### src/rtl/lmi_symbols.sv
// Shared symbols for the LMI bus arbiter: FSM state bit indices,
// requester indices and line-burst sizing constants.
package lmi_symbols;

    // One-hot FSM state bit positions
    localparam int ARB_ST_IDLE = 0;
    localparam int ARB_ST_REQ  = 1;
    localparam int ARB_ST_XFER = 2;
    localparam int ARB_ST_TURN = 3;
    localparam int ARB_ST_LAST = ARB_ST_TURN;

    // Requester bit positions in REQ/GNT vectors
    localparam int ARB_IC   = 0;
    localparam int ARB_DC   = 1;
    localparam int ARB_WB   = 2;
    localparam int ARB_NREQ = 3;

    // Default burst length and the beat index of its final beat
    localparam int LMI_LINE_BEATS = 4;
    localparam int LINE_CTR_LAST  = LMI_LINE_BEATS - 1;

    // Watchdog counter width, clamped to 8..16 bits
    function automatic int wdog_width(input int limit);
        int w;
        w = $clog2(limit + 1);
        if (w < 8) w = 8;
        if (w > 16) w = 16;
        return w;
    endfunction

endpackage

### src/rtl/lmi_arb_prio.sv
// Winner select for the LMI bus: urgent WB, then round-robin
// IC/DC, then WB. Result is one-hot (all zero if no request).
module lmi_arb_prio
    import lmi_symbols::*;
(
    input  logic [ARB_NREQ-1:0] i_req,
    input  logic                i_urgent,
    input  logic                i_rr_dc,
    output logic [ARB_NREQ-1:0] o_win
);

    // Fixed priority chain with the IC/DC preference taken from i_rr_dc
    always_comb begin
        o_win = '0;
        if (i_req[ARB_WB] && i_urgent)
            o_win[ARB_WB] = 1'b1;
        else if (!i_rr_dc && i_req[ARB_IC])
            o_win[ARB_IC] = 1'b1;
        else if (i_req[ARB_DC])
            o_win[ARB_DC] = 1'b1;
        else if (i_req[ARB_IC])
            o_win[ARB_IC] = 1'b1;
        else if (i_req[ARB_WB])
            o_win[ARB_WB] = 1'b1;
    end

endmodule

### src/rtl/lmi_bus_arb.sv
// LMI external bus arbiter/sequencer for IC, DC and WB requesters.
// Optional watchdog enabled by defining LMI_ARB_TIMEOUT_EN.
module lmi_bus_arb
    import lmi_symbols::*;
#(
    parameter int LINE_BEATS     = LMI_LINE_BEATS,
    parameter int TIMEOUT_CYCLES = 255
) (
    input  logic                          CLK,
    input  logic                          RESET_N,
    input  logic                          IC_REQ,
    input  logic                          DC_REQ,
    input  logic                          WB_REQ,
    input  logic                          IC_LINE,
    input  logic                          DC_LINE,
    input  logic                          WB_URGENT,
    output logic                          IC_GNT,
    output logic                          DC_GNT,
    output logic                          WB_GNT,
    output logic                          BUS_REQ,
    output logic                          BUS_LINE,
    input  logic                          BUS_GNT,
    input  logic                          BUS_ACK,
    input  logic                          BUS_ERR,
    output logic [$clog2(LINE_BEATS)-1:0] BEAT_CTR,
    output logic                          LAST,
    output logic                          ERR
);

    localparam int CW = $clog2(LINE_BEATS);
    localparam int SW = ARB_ST_LAST + 1;
    typedef logic [SW-1:0] st_t;

    localparam st_t ST_IDLE = st_t'(1 << ARB_ST_IDLE);
    localparam st_t ST_REQ  = st_t'(1 << ARB_ST_REQ);
    localparam st_t ST_XFER = st_t'(1 << ARB_ST_XFER);
    localparam st_t ST_TURN = st_t'(1 << ARB_ST_TURN);
    localparam logic [CW-1:0] CTR_LAST = CW'(LINE_BEATS - 1);

    st_t                 r_state;
    st_t                 w_state_nxt;
    logic [ARB_NREQ-1:0] r_gnt;
    logic                r_line;
    logic [CW-1:0]       r_ctr;
    logic                r_rr_dc;

    logic [ARB_NREQ-1:0] w_req;
    logic [ARB_NREQ-1:0] w_win;
    logic                w_own_req;
    logic                w_final;
    logic                w_err;
    logic                w_last;
    logic                w_tout;

    assign w_req     = {WB_REQ, DC_REQ, IC_REQ};
    assign w_own_req = |(r_gnt & w_req);
    assign w_final   = r_line ? (r_ctr == CTR_LAST) : 1'b1;
    assign w_err     = r_state[ARB_ST_XFER] & (BUS_ERR | w_tout);
    assign w_last    = r_state[ARB_ST_XFER] & BUS_ACK & ~w_err & w_final;

    lmi_arb_prio u_prio (
        .i_req    (w_req),
        .i_urgent (WB_URGENT),
        .i_rr_dc  (r_rr_dc),
        .o_win    (w_win)
    );

`ifdef LMI_ARB_TIMEOUT_EN
    localparam int TW = wdog_width(TIMEOUT_CYCLES);
    logic [TW-1:0] r_wdog;

    assign w_tout = r_state[ARB_ST_XFER] & ~BUS_ACK &
                    (r_wdog == TW'(TIMEOUT_CYCLES - 1));

    // Count consecutive ACK-less transfer cycles
    always_ff @(posedge CLK or negedge RESET_N) begin
        if (!RESET_N)
            r_wdog <= '0;
        else if (r_state[ARB_ST_XFER] && !BUS_ACK)
            r_wdog <= r_wdog + 1'b1;
        else
            r_wdog <= '0;
    end
`else
    logic w_unused_to;
    assign w_tout      = 1'b0;
    assign w_unused_to = (TIMEOUT_CYCLES != 0);
`endif

    // State register
    always_ff @(posedge CLK or negedge RESET_N) begin
        if (!RESET_N)
            r_state <= ST_IDLE;
        else
            r_state <= w_state_nxt;
    end

    // Next-state decode; a grant beats a same-cycle request drop
    always_comb begin
        w_state_nxt = r_state;
        unique case (1'b1)
            r_state[ARB_ST_IDLE]:
                if (|w_req) w_state_nxt = ST_REQ;
            r_state[ARB_ST_REQ]:
                if (BUS_GNT)         w_state_nxt = ST_XFER;
                else if (!w_own_req) w_state_nxt = ST_IDLE;
            r_state[ARB_ST_XFER]:
                if (w_last || w_err) w_state_nxt = ST_TURN;
            r_state[ARB_ST_TURN]:
                w_state_nxt = ST_IDLE;
            default:
                w_state_nxt = ST_IDLE;
        endcase
    end

    // Ownership, burst type, beat counter and round-robin pointer
    always_ff @(posedge CLK or negedge RESET_N) begin
        if (!RESET_N) begin
            r_gnt   <= '0;
            r_line  <= 1'b0;
            r_ctr   <= '0;
            r_rr_dc <= 1'b0;
        end else begin
            if (r_state[ARB_ST_IDLE] && |w_req) begin
                r_gnt  <= w_win;
                r_line <= (w_win[ARB_IC] & IC_LINE) |
                          (w_win[ARB_DC] & DC_LINE);
                r_ctr  <= '0;
            end
            if (r_state[ARB_ST_REQ] && !BUS_GNT && !w_own_req) begin
                r_gnt  <= '0;
                r_line <= 1'b0;
            end
            if (r_state[ARB_ST_XFER]) begin
                if (BUS_ACK && !w_err)
                    r_ctr <= r_ctr + 1'b1;
                if (w_last || w_err) begin
                    r_gnt  <= '0;
                    r_line <= 1'b0;
                end
                if (w_last && !r_gnt[ARB_WB])
                    r_rr_dc <= ~r_rr_dc;
            end
        end
    end

    // Outputs decoded from registered state and live ACK/ERR
    always_comb begin
        BUS_REQ = r_state[ARB_ST_REQ];
        LAST    = w_last;
        ERR     = w_err;
    end

    assign IC_GNT   = r_gnt[ARB_IC];
    assign DC_GNT   = r_gnt[ARB_DC];
    assign WB_GNT   = r_gnt[ARB_WB];
    assign BUS_LINE = r_line;
    assign BEAT_CTR = r_ctr;

endmodule

### config.mk
export PLATFORM = sky130hd
export DESIGN_NAME = lmi_bus_arb
export DESIGN_NICKNAME = d
export VERILOG_FILES = /design/src/rtl/lmi_symbols.sv /design/src/rtl/lmi_arb_prio.sv /design/src/rtl/lmi_bus_arb.sv
export SDC_FILE = /design/constraint.sdc
export NUM_CORES = 1
export LEC_CHECK = 0
export CELL_PAD_IN_SITES_DETAIL_PLACEMENT = 1
export CELL_PAD_IN_SITES_GLOBAL_PLACEMENT = 1
export CORE_UTILIZATION = 28
export DETAILED_ROUTE_END_ITERATION = 8
export PLACE_DENSITY_LB_ADDON = 0.1
export SLEW_MARGIN = 40
export SYNTH_ARGS = -nofsm -noshare
export SYNTH_HDL_FRONTEND = slang
export SYNTH_HIERARCHICAL = 1
export SYNTH_SLANG_ARGS = --single-unit
export TNS_END_PERCENT = 10
### constraint.sdc
create_clock -name CLK -period 1.1 [get_ports CLK]
set_input_delay 0.165 -clock CLK [delete_from_list [all_inputs] [get_ports CLK]]
set_output_delay 0.165 -clock CLK [all_outputs]
set_load 0.02 [all_outputs]
==> impl_results.md <==
- Final setup viols: 13
- Power Density: 2380 mW/mm2
- Worst Path Required: between 1000 and 1500 ps
- Core Util, Final: 0.586
- CP bufs+invs: 1
- Initial DRT Pass Iterations: 4
- Vias in the first global route: 562
- CP arrival: approximately 1500 ps
- Clk buf depth: 2
- Sink Count: 10
- LEAKAGE: about 0.49 nW
- Synth top area cells: dfrtp_1 42%, mux2i_1 7.4%, a211oi_1 5.6%, dfstp_2 4.9%, o31ai_4 4.0%
- Layout cells sized above 1: 0.552
- Die Span X: 45.8 um
- Hold WC Path Type: in2async
- Starting density of the core: 0.305
- Top delay family on crit path: flip-flops
- Die Area: 0.00210 mm2
- Fmax: roughly 740 MHz
- Total core area: roughly 0.0018 mm2
- Slowest CP cell: dfrtp_2
- CTS root buffer: clkbuf_4
- Row cnt: 15
- Crit-path max FO: 4
- Vias per cell: 4.64
- Ys Warns: 6
- Synthesized area: between 500 and 600 um2
- Maxcap violations: 0
- Largest net degree at the start of global routing: 11
- Detailed Route Iter0 Violations: 7
- Routed wire length: between 1.5 and 2 mm
- Drt wl/cell: 14.1 um
- CP max stage delay: 420 ps
- Count of different cell masters after synthesis: 24
- Syn_area_per_cell: approximately 11 um2
- Placer Congestion: between 0.7 and 0.8
- Post-CTS Hold Buffers: 0
- Io pins: 20
- Worst-path clk slew: roughly 70 ps
- DRC viols: 0
- DP HPWL: 1.20 mm
- Status: finished, violations left
- Final setup margin: -242 ps
- Area leader, netlist: dfrtp_1
- Commonest cells in the netlist: 9 x dfrtp_1, 4 x a211oi_1, 4 x mux2i_1, 4 x o21ai_0
- CTS buffer count: 3
- Post-synth EDFFs: 0
- Count leader, synth: dfrtp_1
- Fill cells: between 200 and 250
- Synthesized flop and latch total: 10
- Top cell type's share of synthesized area: 0.419
- Critical Path, Cell by Cell: ha_4 > nor2b_4 > buf_4 > o21bai_2 > a211oi_1
- Pre-CTS setup slack: -615 ps
- Primary FF master, synth: dfrtp_1
- Area growth syn-to-layout: 92.1%
- Grt total ovfl: 0
- CP endpoint kind: register
- Initial antenna violation count: 0
- Vias: between 500 and 600
- Async SR Flop Fraction: 1.00
- Slew @ Worst Pin: slightly below 400 ps
- Net Count, Synth: 63
- H-tree levels: 1
- Post-DRT Antenna Nets: 0
- Global-route wire length before repair: 2.51 mm
- CTS tree: yes
- ANT cells: 0
- Cells after Synth: 51
- Die Height: between 40 and 50 um
- Slew Viols, Final: 0
- GRT Util Overall: 0.169
- RSZ-0062 raised after global routing: yes
- Critical path class: reg2reg
- Final Critical Period: around 1300 ps
- Crit start category: register
- Clock Skews: roughly 2.8 ps
- Final hold violation count: 0
- Seq/Total Area, Yosys: 0.467
- Worst skew pair latency: 260 ps
- Final worst path period share: 1.22
- Relative slew slack: 0.742
- Failing checks: negative setup slack
- Maximum vdd drop: 1.26 mV
- Final nets: between 100 and 150
- PortBufs: 19
-- logic make-up after synthesis --
family | after synthesis | share of synthesized area
simple gates | 19 | 0.193
compound gates | 14 | 0.212
flops | 10 | 0.467
mux | 4 | 0.0744
buf+inv | 2 | 0.0140
xor+xnor | 1 | 0.0163
fa+ha+maj | 1 | 0.0233
-- layout by cell type (no fill, tap or decap), types with 2 or more instances in the layout --
cell,n
a211oi_1,2
a211oi_2,2
buf_2,2
buf_4,19
buf_6,9
clkbuf_4,3
clkdlybuf4s50_1,7
dfrtp_1,6
dfrtp_2,3
dlygate4sd2_1,3
inv_1,2
mux2i_1,4
nand2_1,3
nand2b_1,2
nand3_2,2
nor3_1,2
o21ai_1,2
-- path summary, 6_finish.rpt --
| kind | startpoint | end | slack [ps] | cells past startpoint |
|---|---|---|---|---|
| max reg2reg | BEAT_CTR[1] | r_gnt[2] | -240 | 5 |
| max | BEAT_CTR[1] | r_gnt[2] | -240 | 5 |
| min in group CLK | WB_REQ | r_gnt[2] | 580 | 4 |
| max in group asynchronous | RESET_N | r_state[0] | 680 | 2 |
| min | RESET_N | r_rr_dc | 200 | 2 |
| min reg2reg | r_state[1] | r_state[2] | 600 | 3 |
-- what timing repair did --
item	CTS	global route
pin swaps	6	3
cloned	0	0
setup buffers	2	2
gates resized for setup	55	13
setup endpoints to repair	18	18
-- where the power goes --
part           internal (mW)  switching [mW]
Sequential             0.538           0.106
Combinational          0.833           0.660
Clock                  0.201           0.126
Total                   1.57           0.892
-- registers in the layout (all words and copies together) (netlist names) --
register / count
BEAT_CTR: 2
BUS_LINE: 1
r_state: 3
r_rr_dc: 1
r_gnt: 3
-- per-stage QoR --
step           power, mW  hold WS [ps]  cells  TNS [ps]  area [um2]
3_3_place_gp        1.85           475    113     -5930         905
3_5_place_dp        1.87           482    113     -6270         905
4_1_cts             2.31           201    119     -1350         982
2_1_floorplan       1.17          -131     51      -686         548
5_1_grt             2.63           213    121     -2230        1030
6_report            2.46           198    121     -1520        1030
-- layer usage --
metal	GRT usage	vias to the layer above	wire length [um]
met5	0	-	0
met4	0.0353	0	0
met3	0.0357	0	75
met2	0.291	14	887
met1	0.216	267	741
li1	-	281	-
-- final cells by class --
| cell class | instances | area, um2 | share of cell area |
|---|---|---|---|
| sequential | 10 | 255 | 0.247 |
| timing repair buffer | 41 | 355 | 0.344 |
| inverter | 2 | 7.51 | 0.00726 |
| multi-input combinational | 39 | 348 | 0.337 |
| tap | 25 | 31.3 | 0.0303 |
| clock buffer | 4 | 36.3 | 0.0351 |
Note: power is estimated with default switching activity, not from simulation.
